--- config.mk ---
export PLATFORM = sky130hd
export DESIGN_NAME = fd_pipe_reg_flat
export DESIGN_NICKNAME = d
export VERILOG_FILES = /design/src/rtl/fd_pipe_reg_if.sv /design/src/rtl/fd_pipe_reg.sv /design/src/flat_wrapper.sv
export SDC_FILE = /design/constraint.sdc
export NUM_CORES = 1
export LEC_CHECK = 0
export CORE_UTILIZATION = 48
export CTS_BUF_LIST = sky130_fd_sc_hd__clkbuf_8 sky130_fd_sc_hd__clkbuf_16
export DETAILED_ROUTE_END_ITERATION = 6
export GPL_TIMING_DRIVEN = 0
export HOLD_SLACK_MARGIN = 0.12
export PLACE_DENSITY = 0.86
export REMOVE_ABC_BUFFERS = 1
export SLEW_MARGIN = 20
export SYNTH_ARGS = -nofsm -noshare
export SYNTH_HDL_FRONTEND = slang
export SYNTH_SLANG_ARGS = --single-unit
--- constraint.sdc ---
create_clock -name clk -period 4.05 [get_ports clk]
set_clock_uncertainty 0.15 [all_clocks]
set_input_delay 1.0125 -clock clk [delete_from_list [all_inputs] [get_ports clk]]
set_output_delay 1.0125 -clock clk [all_outputs]
set_load 0.05 [all_outputs]
--- src/rtl/fd_pipe_reg_if.sv ---
// IF/ID boundary bus: control and fetch inputs from the fetch side and the
// registered decode-side outputs.
//   master : hazard unit / fetch stage side (drives stall/flush/req and fetch data)
//   slave  : the IF/ID register itself (drives the registered outputs)
interface fd_pipe_reg_if #(
    parameter int DATA_W = 32,
    parameter int EXC_W  = 5,
    parameter int CNT_W  = 16
);
    logic              stall;
    logic              flush;
    logic              req;
    logic [DATA_W-1:0] instr_in;
    logic [DATA_W-1:0] pc_in;
    logic              bd_in;
    logic [DATA_W-1:0] instr_out;
    logic [DATA_W-1:0] pc_out;
    logic              bd_out;
    logic [EXC_W-1:0]  exc_out;
    logic              valid_out;
    logic [CNT_W-1:0]  stall_cnt;
    logic [CNT_W-1:0]  flush_cnt;

    modport master (
        output stall, flush, req, instr_in, pc_in, bd_in,
        input  instr_out, pc_out, bd_out, exc_out, valid_out, stall_cnt, flush_cnt
    );

    modport slave (
        input  stall, flush, req, instr_in, pc_in, bd_in,
        output instr_out, pc_out, bd_out, exc_out, valid_out, stall_cnt, flush_cnt
    );
endinterface

--- src/rtl/fd_pipe_reg.sv ---
// IF/ID pipeline boundary register.
// Captures fetched instruction, PC, delay-slot flag and fetch exception code.
// Ports:
//   clk   - clock, all state updates on the rising edge
//   reset - synchronous active-high reset
//   bus   - fd_pipe_reg_if.slave: stall/flush/req, fetch inputs, registered
//           outputs, saturating stall/flush debug counters
// Priority per edge: reset > req > stall > flush > load.
module fd_pipe_reg #(
    parameter int                DATA_W     = 32,
    parameter logic [DATA_W-1:0] PC_RESET   = 32'h0000_3000,
    parameter logic [DATA_W-1:0] PC_HANDLER = 32'h0000_4180,
    parameter logic [DATA_W-1:0] NOP_INSTR  = 32'h0000_0000,
    parameter logic [DATA_W-1:0] IM_BASE    = 32'h0000_3000,
    parameter logic [DATA_W-1:0] IM_TOP     = 32'h0000_6FFF,
    parameter int                EXC_W      = 5,
    parameter logic [EXC_W-1:0]  EXC_ADEL   = 5'd4,
    parameter int                CNT_W      = 16
) (
    input  logic         clk,
    input  logic         reset,
    fd_pipe_reg_if.slave bus
);

    localparam logic [CNT_W-1:0] CNT_ONE = {{(CNT_W-1){1'b0}}, 1'b1};

    logic [DATA_W-1:0] instr_q, instr_d;
    logic [DATA_W-1:0] pc_q, pc_d;
    logic              bd_q, bd_d;
    logic [EXC_W-1:0]  exc_q, exc_d;
    logic              valid_q, valid_d;
    logic [CNT_W-1:0]  stall_cnt_q, stall_cnt_d;
    logic [CNT_W-1:0]  flush_cnt_q, flush_cnt_d;

    logic fetch_err;

    // Misaligned or outside the instruction memory window (unsigned compare).
    assign fetch_err = (bus.pc_in[1:0] != 2'b00) ||
                       (bus.pc_in < IM_BASE)     ||
                       (bus.pc_in > IM_TOP);

    always_comb begin
        instr_d     = instr_q;
        pc_d        = pc_q;
        bd_d        = bd_q;
        exc_d       = exc_q;
        valid_d     = valid_q;
        stall_cnt_d = stall_cnt_q;
        flush_cnt_d = flush_cnt_q;

        if (bus.req) begin
            instr_d = NOP_INSTR;
            pc_d    = PC_HANDLER;
            bd_d    = 1'b0;
            exc_d   = '0;
            valid_d = 1'b0;
        end else if (bus.stall) begin
            // Hold everything; a simultaneous flush is dropped and will be
            // reasserted by the hazard unit once the stall clears.
            if (stall_cnt_q != {CNT_W{1'b1}}) begin
                stall_cnt_d = stall_cnt_q + CNT_ONE;
            end
        end else if (bus.flush) begin
            // Keep the fetch PC in the bubble so a later EPC stays meaningful.
            instr_d = NOP_INSTR;
            pc_d    = bus.pc_in;
            bd_d    = 1'b0;
            exc_d   = '0;
            valid_d = 1'b0;
            if (flush_cnt_q != {CNT_W{1'b1}}) begin
                flush_cnt_d = flush_cnt_q + CNT_ONE;
            end
        end else begin
            pc_d    = bus.pc_in;
            bd_d    = bus.bd_in;
            valid_d = 1'b1;
            if (fetch_err) begin
                exc_d   = EXC_ADEL;
                instr_d = NOP_INSTR;
            end else begin
                exc_d   = '0;
                instr_d = bus.instr_in;
            end
        end
    end

    always_ff @(posedge clk) begin
        if (reset) begin
            instr_q     <= NOP_INSTR;
            pc_q        <= PC_RESET;
            bd_q        <= 1'b0;
            exc_q       <= '0;
            valid_q     <= 1'b0;
            stall_cnt_q <= '0;
            flush_cnt_q <= '0;
        end else begin
            instr_q     <= instr_d;
            pc_q        <= pc_d;
            bd_q        <= bd_d;
            exc_q       <= exc_d;
            valid_q     <= valid_d;
            stall_cnt_q <= stall_cnt_d;
            flush_cnt_q <= flush_cnt_d;
        end
    end

    assign bus.instr_out = instr_q;
    assign bus.pc_out    = pc_q;
    assign bus.bd_out    = bd_q;
    assign bus.exc_out   = exc_q;
    assign bus.valid_out = valid_q;
    assign bus.stall_cnt = stall_cnt_q;
    assign bus.flush_cnt = flush_cnt_q;

endmodule

--- src/flat_wrapper.sv ---
// flat-port wrapper written by rule: the top's interface ports become plain ports
module fd_pipe_reg_flat 
#(
    parameter int                DATA_W     = 32,
    parameter logic [DATA_W-1:0] PC_RESET   = 32'h0000_3000,
    parameter logic [DATA_W-1:0] PC_HANDLER = 32'h0000_4180,
    parameter logic [DATA_W-1:0] NOP_INSTR  = 32'h0000_0000,
    parameter logic [DATA_W-1:0] IM_BASE    = 32'h0000_3000,
    parameter logic [DATA_W-1:0] IM_TOP     = 32'h0000_6FFF,
    parameter int                EXC_W      = 5,
    parameter logic [EXC_W-1:0]  EXC_ADEL   = 5'd4,
    parameter int                CNT_W      = 16
)
  (clk, reset, bus_stall, bus_flush, bus_req, bus_instr_in, bus_pc_in, bus_bd_in, bus_instr_out, bus_pc_out, bus_bd_out, bus_exc_out, bus_valid_out, bus_stall_cnt, bus_flush_cnt);
  fd_pipe_reg_if #(.DATA_W(DATA_W), .EXC_W(EXC_W), .CNT_W(CNT_W)) bus_i ();
  input  logic clk;
  input  logic reset;
  input wire logic [$bits(bus_i.stall)-1:0] bus_stall;
  input wire logic [$bits(bus_i.flush)-1:0] bus_flush;
  input wire logic [$bits(bus_i.req)-1:0] bus_req;
  input wire logic [$bits(bus_i.instr_in)-1:0] bus_instr_in;
  input wire logic [$bits(bus_i.pc_in)-1:0] bus_pc_in;
  input wire logic [$bits(bus_i.bd_in)-1:0] bus_bd_in;
  output wire logic [$bits(bus_i.instr_out)-1:0] bus_instr_out;
  output wire logic [$bits(bus_i.pc_out)-1:0] bus_pc_out;
  output wire logic [$bits(bus_i.bd_out)-1:0] bus_bd_out;
  output wire logic [$bits(bus_i.exc_out)-1:0] bus_exc_out;
  output wire logic [$bits(bus_i.valid_out)-1:0] bus_valid_out;
  output wire logic [$bits(bus_i.stall_cnt)-1:0] bus_stall_cnt;
  output wire logic [$bits(bus_i.flush_cnt)-1:0] bus_flush_cnt;
  assign bus_i.stall = bus_stall;
  assign bus_i.flush = bus_flush;
  assign bus_i.req = bus_req;
  assign bus_i.instr_in = bus_instr_in;
  assign bus_i.pc_in = bus_pc_in;
  assign bus_i.bd_in = bus_bd_in;
  assign bus_instr_out = bus_i.instr_out;
  assign bus_pc_out = bus_i.pc_out;
  assign bus_bd_out = bus_i.bd_out;
  assign bus_exc_out = bus_i.exc_out;
  assign bus_valid_out = bus_i.valid_out;
  assign bus_stall_cnt = bus_i.stall_cnt;
  assign bus_flush_cnt = bus_i.flush_cnt;
  fd_pipe_reg #(.DATA_W(DATA_W), .PC_RESET(PC_RESET), .PC_HANDLER(PC_HANDLER), .NOP_INSTR(NOP_INSTR), .IM_BASE(IM_BASE), .IM_TOP(IM_TOP), .EXC_W(EXC_W), .EXC_ADEL(EXC_ADEL), .CNT_W(CNT_W)) u_core (.clk(clk), .reset(reset), .bus(bus_i));
endmodule
==> results.yml, run 1 <==
cts:
  clk_latency_ns: 0.36
  path_clk_slew_ns: 0.11
  clk_root_buffer_cell: "clkbuf_8"
  cts_sinks: 99
  post_cts_buffers: 0
  post_cts_resized: 0
  cts_hold_buf: 0
  cts_inserted_buffers: 9
  clock_path_buffers: 2
  htree_levels: 3
  cts_tree: "yes"
pwr:
  vdd_drop_max_mv: 0.174
  power.switching_w: 0.000502
  p_clk_share_pct: 33.9
  power_w: 0.00192
  sw_frac_of_total_pct: 26.2
  p_per_area_mw_per_mm2: 298
  internal_power_w: 0.00141
  power_leakage_nw: 2.29
  power_frac_comb_pct: 14.0
  pwr-share-seq_pct: 52.1
worst_setup_path:
  critPathCaptureType: "register"
  reg2regPathDepth: 5
  cp.arrival_ns: 3.18
  path_max_fanout: 12
  slowest_stage: "clkdlybuf4s50_1"
  r2r_start: "u_core.bus.flush_cnt[0]$_SDFFE_PP0P_"
  path_cells: "clkdlybuf4s50_1 -> nor3b_4 -> nand2_2 -> nor4b_1 -> mux2_2"
  path_class: "input port to register"
  cp.required_ns: 4.16
  crit_family: "simple AND/OR/NAND/NOR gates"
  crit_buf_inv: 1
  crit_path_start_kind: "input port"
  r2r-end: "u_core.bus.flush_cnt[4]$_SDFFE_PP0P_"
  reg2reg_slack_ns: 1.84
  slowest_delay_ns: 0.72
floorplanning:
  dieHeight_microns: 99.1
  io_pins: 173
  die-area_sq_mm: 0.00982
  core_area_sq_mm: 0.00920
  start_util_pct: 49.2
  rows: 35
  dieWidth_microns: 99.1
drt:
  via_per_inst: 5.62
  drcViolationCount: 1
  ant_nets: 0
  drtIter0Drc: 161
  drt-total-wl_microns: 12200
  dr_total_vias: 4211
  dr.pass1.iters: 7
  wl_per_cell_microns: 16.2
sta:
  rsz0062_at_grt: "false"
  finalSetupViolCount: 0
  max_freq_ghz: 0.326
  fin_setup_tns_ns: 0
  hold_viol_final: 0
  worst_pin_slew_ns: 0.813
  slew_headroom_pct: 45.7
  slew_viol_final: 0
  period_share_pct: 75.8
  fin_hold_ws_ns: 0.325
  min_period_ns: 3.07
cells_and_area:
  layout_common_cells: "166 x clkdlybuf4s50_1, 99 x dfxtp_1, 50 x nor2_1"
  final_common_cell: "clkdlybuf4s50_1"
  nNetsFinal: 705
  drive_above_1_share_pct: 11.9
  final_cells: 749
  fin_area_sq_mm: 0.00643
  syn2layout_area_growth_pct: 42.2
  antenna_cells: 0
yosys:
  synthesis.area_sq_mm: 0.00452
  ys_seq_area_share_pct: 43.8
  yosys_warnings: 0
  synthArstFlopShare_pct: 0
  synth_ff_type: "dfxtp_1"
  synthCells: 484
  ys_types: 52
  synth_seq_cells: 99
  syn_area_per_cell_sq_um: 9.35
  synth_edf_count: 0
placed_design:
  dpl_cell_area_sq_mm: 0.00623
  dpl.hpwl_microns: 8890
  dp_cells: 733
  portBuffers: 168
  gp_congestion: 0.874
grt:
  grt_pass1_vias: 4167
  top_usage_layer: "met2"
  grt_pass1_wl_microns: 19800
  grt_max_degree: 66
  overflow: 0
  track_usage_pct: 25.2
  antenna_found_initial: 0
  use_met2_pct: 44.6
  gr-usage-met1_pct: 27.9
  met3_usage_pct: 7.87
worst_hold_path:
  min_from: "u_core.bus.exc_out[2]$_SDFFE_PP0N_"
  whs_path_depth: 2
  min_to: "u_core.bus.exc_out[2]$_SDFFE_PP0N_"
  hp-class: "register to register"
outcome:
  violations: "design-rule violations"
  status: "finished, violations left"
job:
  maxCapViolCount: 0
-- synthesized netlist by cell type, types with 2 or more instances --
| master | n | area (sq um) |
|---|---|---|
| nor3_1 | 4 | 20.0 |
| or2_2 | 2 | 12.5 |
| o211a_1 | 2 | 20.0 |
| dfxtp_1 | 99 | 1980 |
| clkbuf_1 | 22 | 82.6 |
| and4_1 | 4 | 35.0 |
| nand4_1 | 8 | 50.1 |
| nand3b_1 | 33 | 248 |
| ha_1 | 2 | 25.0 |
| nand3_1 | 42 | 210 |
| nand2_1 | 20 | 75.1 |
| buf_2 | 3 | 15.0 |
| nor2b_1 | 19 | 119 |
| a311oi_1 | 2 | 17.5 |
| a21oi_1 | 15 | 75.1 |
| and3_1 | 3 | 18.8 |
| mux2_2 | 14 | 158 |
| o21ai_2 | 30 | 263 |
| or3_1 | 3 | 18.8 |
| o41ai_1 | 3 | 26.3 |
| a211oi_1 | 10 | 75.1 |
| nor2_1 | 51 | 191 |
| mux2i_1 | 31 | 310 |
| o31ai_1 | 3 | 22.5 |
| buf_6 | 6 | 67.6 |
| buf_4 | 4 | 30.0 |
| nor4_1 | 6 | 37.5 |
| or4_1 | 7 | 52.6 |
| inv_1 | 4 | 15.0 |
| o21ai_0 | 10 | 50.1 |
-- logic make-up (layout without fill, tap and decap cells) --
family	after synthesis	in the layout	share of synthesized area [%]
buffers and inverters	41	192	4.81
muxes	45	45	10.3
DFF	99	99	43.8
AOI/OAI and AO/OA	83	83	13.7
and+or+nand+nor	212	212	26.5
other	1	4	0.0829
xor gates and xnor gates	1	1	0.194
adders and majority gates	2	2	0.553
-- worst max-delay path by stage --
stage	start	endpoint	slack [ns]	cells after the start
2_1_floorplan	reset	u_core.bus.instr_out[0]$_SDFFE_PP0N_	0.48	3
3_3_place_gp	reset	u_core.bus.instr_out[26]$_SDFFE_PP0N_	-1.98	4
3_5_place_dp	bus_req	u_core.bus.flush_cnt[12]$_SDFFE_PP0P_	0.62	5
4_1_cts	bus_req	u_core.bus.flush_cnt[12]$_SDFFE_PP0P_	0.99	5
5_1_grt	bus_req	u_core.bus.flush_cnt[12]$_SDFFE_PP0P_	0.85	5
6_report	bus_req	u_core.bus.flush_cnt[12]$_SDFFE_PP0P_	0.98	5
-- layout make-up --
cell class | count | area (sq um)
Fill cell | 716 | 2760
Multi-Input combinational cell | 347 | 2340
Sequential cell | 99 | 1980
Timing Repair Buffer | 171 | 1750
Tap cell | 111 | 139
Clock buffer | 10 | 138
Clock inverter | 6 | 62.6
Inverter | 5 | 18.8
-- routing by layer --
| metal | wire length [microns] | up-vias |
|---|---|---|
| met3 | 830 | 30 |
| met5 | 0 | - |
| met2 | 6180 | 156 |
| met4 | 414 | 0 |
| li1 | - | 2052 |
| met1 | 4740 | 1973 |
-- metrics by stage --
step | util [%] | setup WS [ns]
2_1_floorplan | - | 0.481
3_3_place_gp | 67.0 | -1.98
3_5_place_dp | 67.8 | 0.625
4_1_cts | 69.9 | 0.993
5_1_grt | 69.9 | 0.846
6_report | 69.9 | 0.979
-- state kept, by name (all words and copies together), names as in the netlist --
signal	cells
u_core.bus.bd_out	1
u_core.bus.flush_cnt	16
u_core.bus.stall_cnt	16
u_core.bus.valid_out	1
u_core.bus.exc_out	1
u_core.bus.instr_out	32
u_core.bus.pc_out	32
-- power by group through the flow --
stage / combinational [W] / clock (W) / sequential [W]
detailed placement: 0.000269 / 0 / 0.00102
floorplan: 0.0000681 / 0 / 0.00107
global placement: 0.000263 / 0 / 0.00102
CTS: 0.000270 / 0.000661 / 0.000998
finish: 0.000268 / 0.000650 / 0.000998
global route: 0.000286 / 0.000708 / 0.00100
-- worst register-to-register path, stage by stage (launching register included) --
cell and delay [ns]:
dfxtp_1 0.43, ha_1 0.24, nand3_1 0.27, nor4_4 0.52, a211oi_1 0.18, mux2_2 0.31
Power figures use the tool's default switching activity.
==> run 2, diff against run 1 <==
Settings changed: CORE_UTILIZATION 48 to 40, PLACE_DENSITY 0.86 to 0.77.
Clock period 4.05 ns to 2.8 ns, I/O delays scaled along.
==> results.yml, run 2 (synthesis gave the netlist of run 1 again) <==
outcome:
  status: "finished clean"
sta:
  worst_pin_slew_ns: 0.588
  hold_viol_final: 0
  slew_headroom_pct: 60.7
  min_period_ns: 2.55
  rsz0062_at_grt: "false"
  slew_viol_final: 0
  max_freq_ghz: 0.392
  period_share_pct: 91.2
  finalSetupViolCount: 0
placed_design:
  dpl_cell_area_sq_mm: 0.00626
  dp_cells: 762
  gp_congestion: 0.845
  portBuffers: 168
  dpl.hpwl_microns: 8940
drt:
  drcViolationCount: 0
  ant_nets: 0
  dr_total_vias: 4214
  wl_per_cell_microns: 16.0
  drt-total-wl_microns: 12500
  drtIter0Drc: 212
  via_per_inst: 5.40
  dr.pass1.iters: 4
worst_setup_path:
  cp.required_ns: 2.93
  crit_end: "u_core.bus.instr_out[10]$_SDFFE_PP0N_"
  cp.arrival_ns: 2.68
  slowest_stage: "or4_4"
  path_class: "input port to register"
  crit_start: "bus_pc_in[0]"
  slowest_delay_ns: 0.82
  reg2regPathDepth: 5
  path_cells: "clkdlybuf4s50_1 -> nor4_1 -> nand2_1 -> or4_4 -> o21ai_0"
  r2r_start: "u_core.bus.flush_cnt[0]$_SDFFE_PP0P_"
  path_max_fanout: 32
  crit_path_start_kind: "input port"
  r2r-end: "u_core.bus.flush_cnt[3]$_SDFFE_PP0P_"
  critPathCaptureType: "register"
  reg2reg_slack_ns: 0.62
cts:
  clk_latency_ns: 0.35
  cts_tree: "yes"
  htree_levels: 3
  cts_sinks: 99
  path_clk_slew_ns: 0.07
  cts_hold_buf: 0
  clock_path_buffers: 2
  cts_inserted_buffers: 9
  clk_root_buffer_cell: "clkbuf_16"
worst_hold_path:
  whs_path_depth: 2
  hp-class: "register to register"
floorplanning:
  start_util_pct: 41.4
  io_pins: 173
  core_area_sq_mm: 0.0109
  dieHeight_microns: 108
  die-area_sq_mm: 0.0117
  dieWidth_microns: 108
  rows: 38
cells_and_area:
  final_common_cell: "clkdlybuf4s50_1"
  final_cells: 781
  nNetsFinal: 708
  layout_common_cells: "165 x clkdlybuf4s50_1, 99 x dfxtp_1, 50 x nor2_1"
  fin_area_sq_mm: 0.00661
  seqCellArea_sq_mm: 0.00198
  multiInputGateArea_sq_mm: 0.00234
  syn2layout_area_growth_pct: 46.0
  fill_cells: 964
  antenna_cells: 0
  drive_above_1_share_pct: 12.2
grt:
  grt_pass1_wl_microns: 20100
  track_usage_pct: 22.2
  antenna_found_initial: 0
  overflow: 0
  grt_max_degree: 63
  grt_pass1_vias: 4128
pwr:
  p_per_area_mw_per_mm2: 480
  vdd_drop_max_mv: 0.471
  power_leakage_nw: 2.36
job:
  maxCapViolCount: 0
==> run 2: worst min-delay path by stage <==
stage	startpoint	slack, ns	to
2_1_floorplan	u_core.bus.exc_out[2]$_SDFFE_PP0N_	0.53	u_core.bus.exc_out[2]$_SDFFE_PP0N_
3_3_place_gp	u_core.bus.exc_out[2]$_SDFFE_PP0N_	0.30	u_core.bus.exc_out[2]$_SDFFE_PP0N_
3_5_place_dp	u_core.bus.exc_out[2]$_SDFFE_PP0N_	0.31	u_core.bus.exc_out[2]$_SDFFE_PP0N_
4_1_cts	u_core.bus.exc_out[2]$_SDFFE_PP0N_	0.32	u_core.bus.exc_out[2]$_SDFFE_PP0N_
5_1_grt	u_core.bus.exc_out[2]$_SDFFE_PP0N_	0.34	u_core.bus.exc_out[2]$_SDFFE_PP0N_
6_report	u_core.bus.exc_out[2]$_SDFFE_PP0N_	0.32	u_core.bus.exc_out[2]$_SDFFE_PP0N_
==> run 2: power by group <==
| group | leakage, nW | total (W) | internal [W] | switching (W) |
|---|---|---|---|---|
| clock network | 0.157 | 0.00133 | 0.000781 | 0.000552 |
| registers | 0.802 | 0.00144 | 0.00143 | 0.0000148 |
| logic | 1.40 | 0.000392 | 0.000178 | 0.000214 |
==> run 2: layout make-up <==
type / count / area share (%)
clock buffer: 9 / 3.41
clock inverter: 7 / 1.42
inverter: 5 / 0.284
multi-input combinational: 347 / 35.5
sequential: 99 / 30.0
tap: 140 / 2.65
timing repair buffer: 174 / 26.7
==> run 2: worst max-delay path: cells and delay by family <==
kind	cells	cell delay, ns
simple gates	3	1.28
compound gates	1	0.24
buf+inv	1	0.44
==> run 2: timing repair <==
action	4_1_cts	5_1_grt
setup endpoints to repair	0	2
setup buffers	0	3
gates resized for setup	0	1
==> run 2: metal layers <==
metal / wire length (microns) / track usage (%) / part of all wire, %
met5: 0 / 0 / 0
met4: 415 / 10.1 / 3.3
met3: 836 / 8.08 / 6.7
met2: 6280 / 38.5 / 50
met1: 4960 / 24.1 / 40
==> run 2: per-stage QoR <==
step                total power [W]  setup WS, ns  hold WS (ns)  utilization (%)  setup TNS, ns
floorplan                   0.00165        -0.457         0.530                -         -14.47
CTS                         0.00320        0.0426         0.318             60.2              0
global route                0.00329         0.136         0.342             60.4              0
detailed placement          0.00187        -0.321         0.306             57.3          -5.21
finish                      0.00317         0.247         0.316             60.4              0
global placement            0.00186         -2.98         0.302             56.6        -236.86
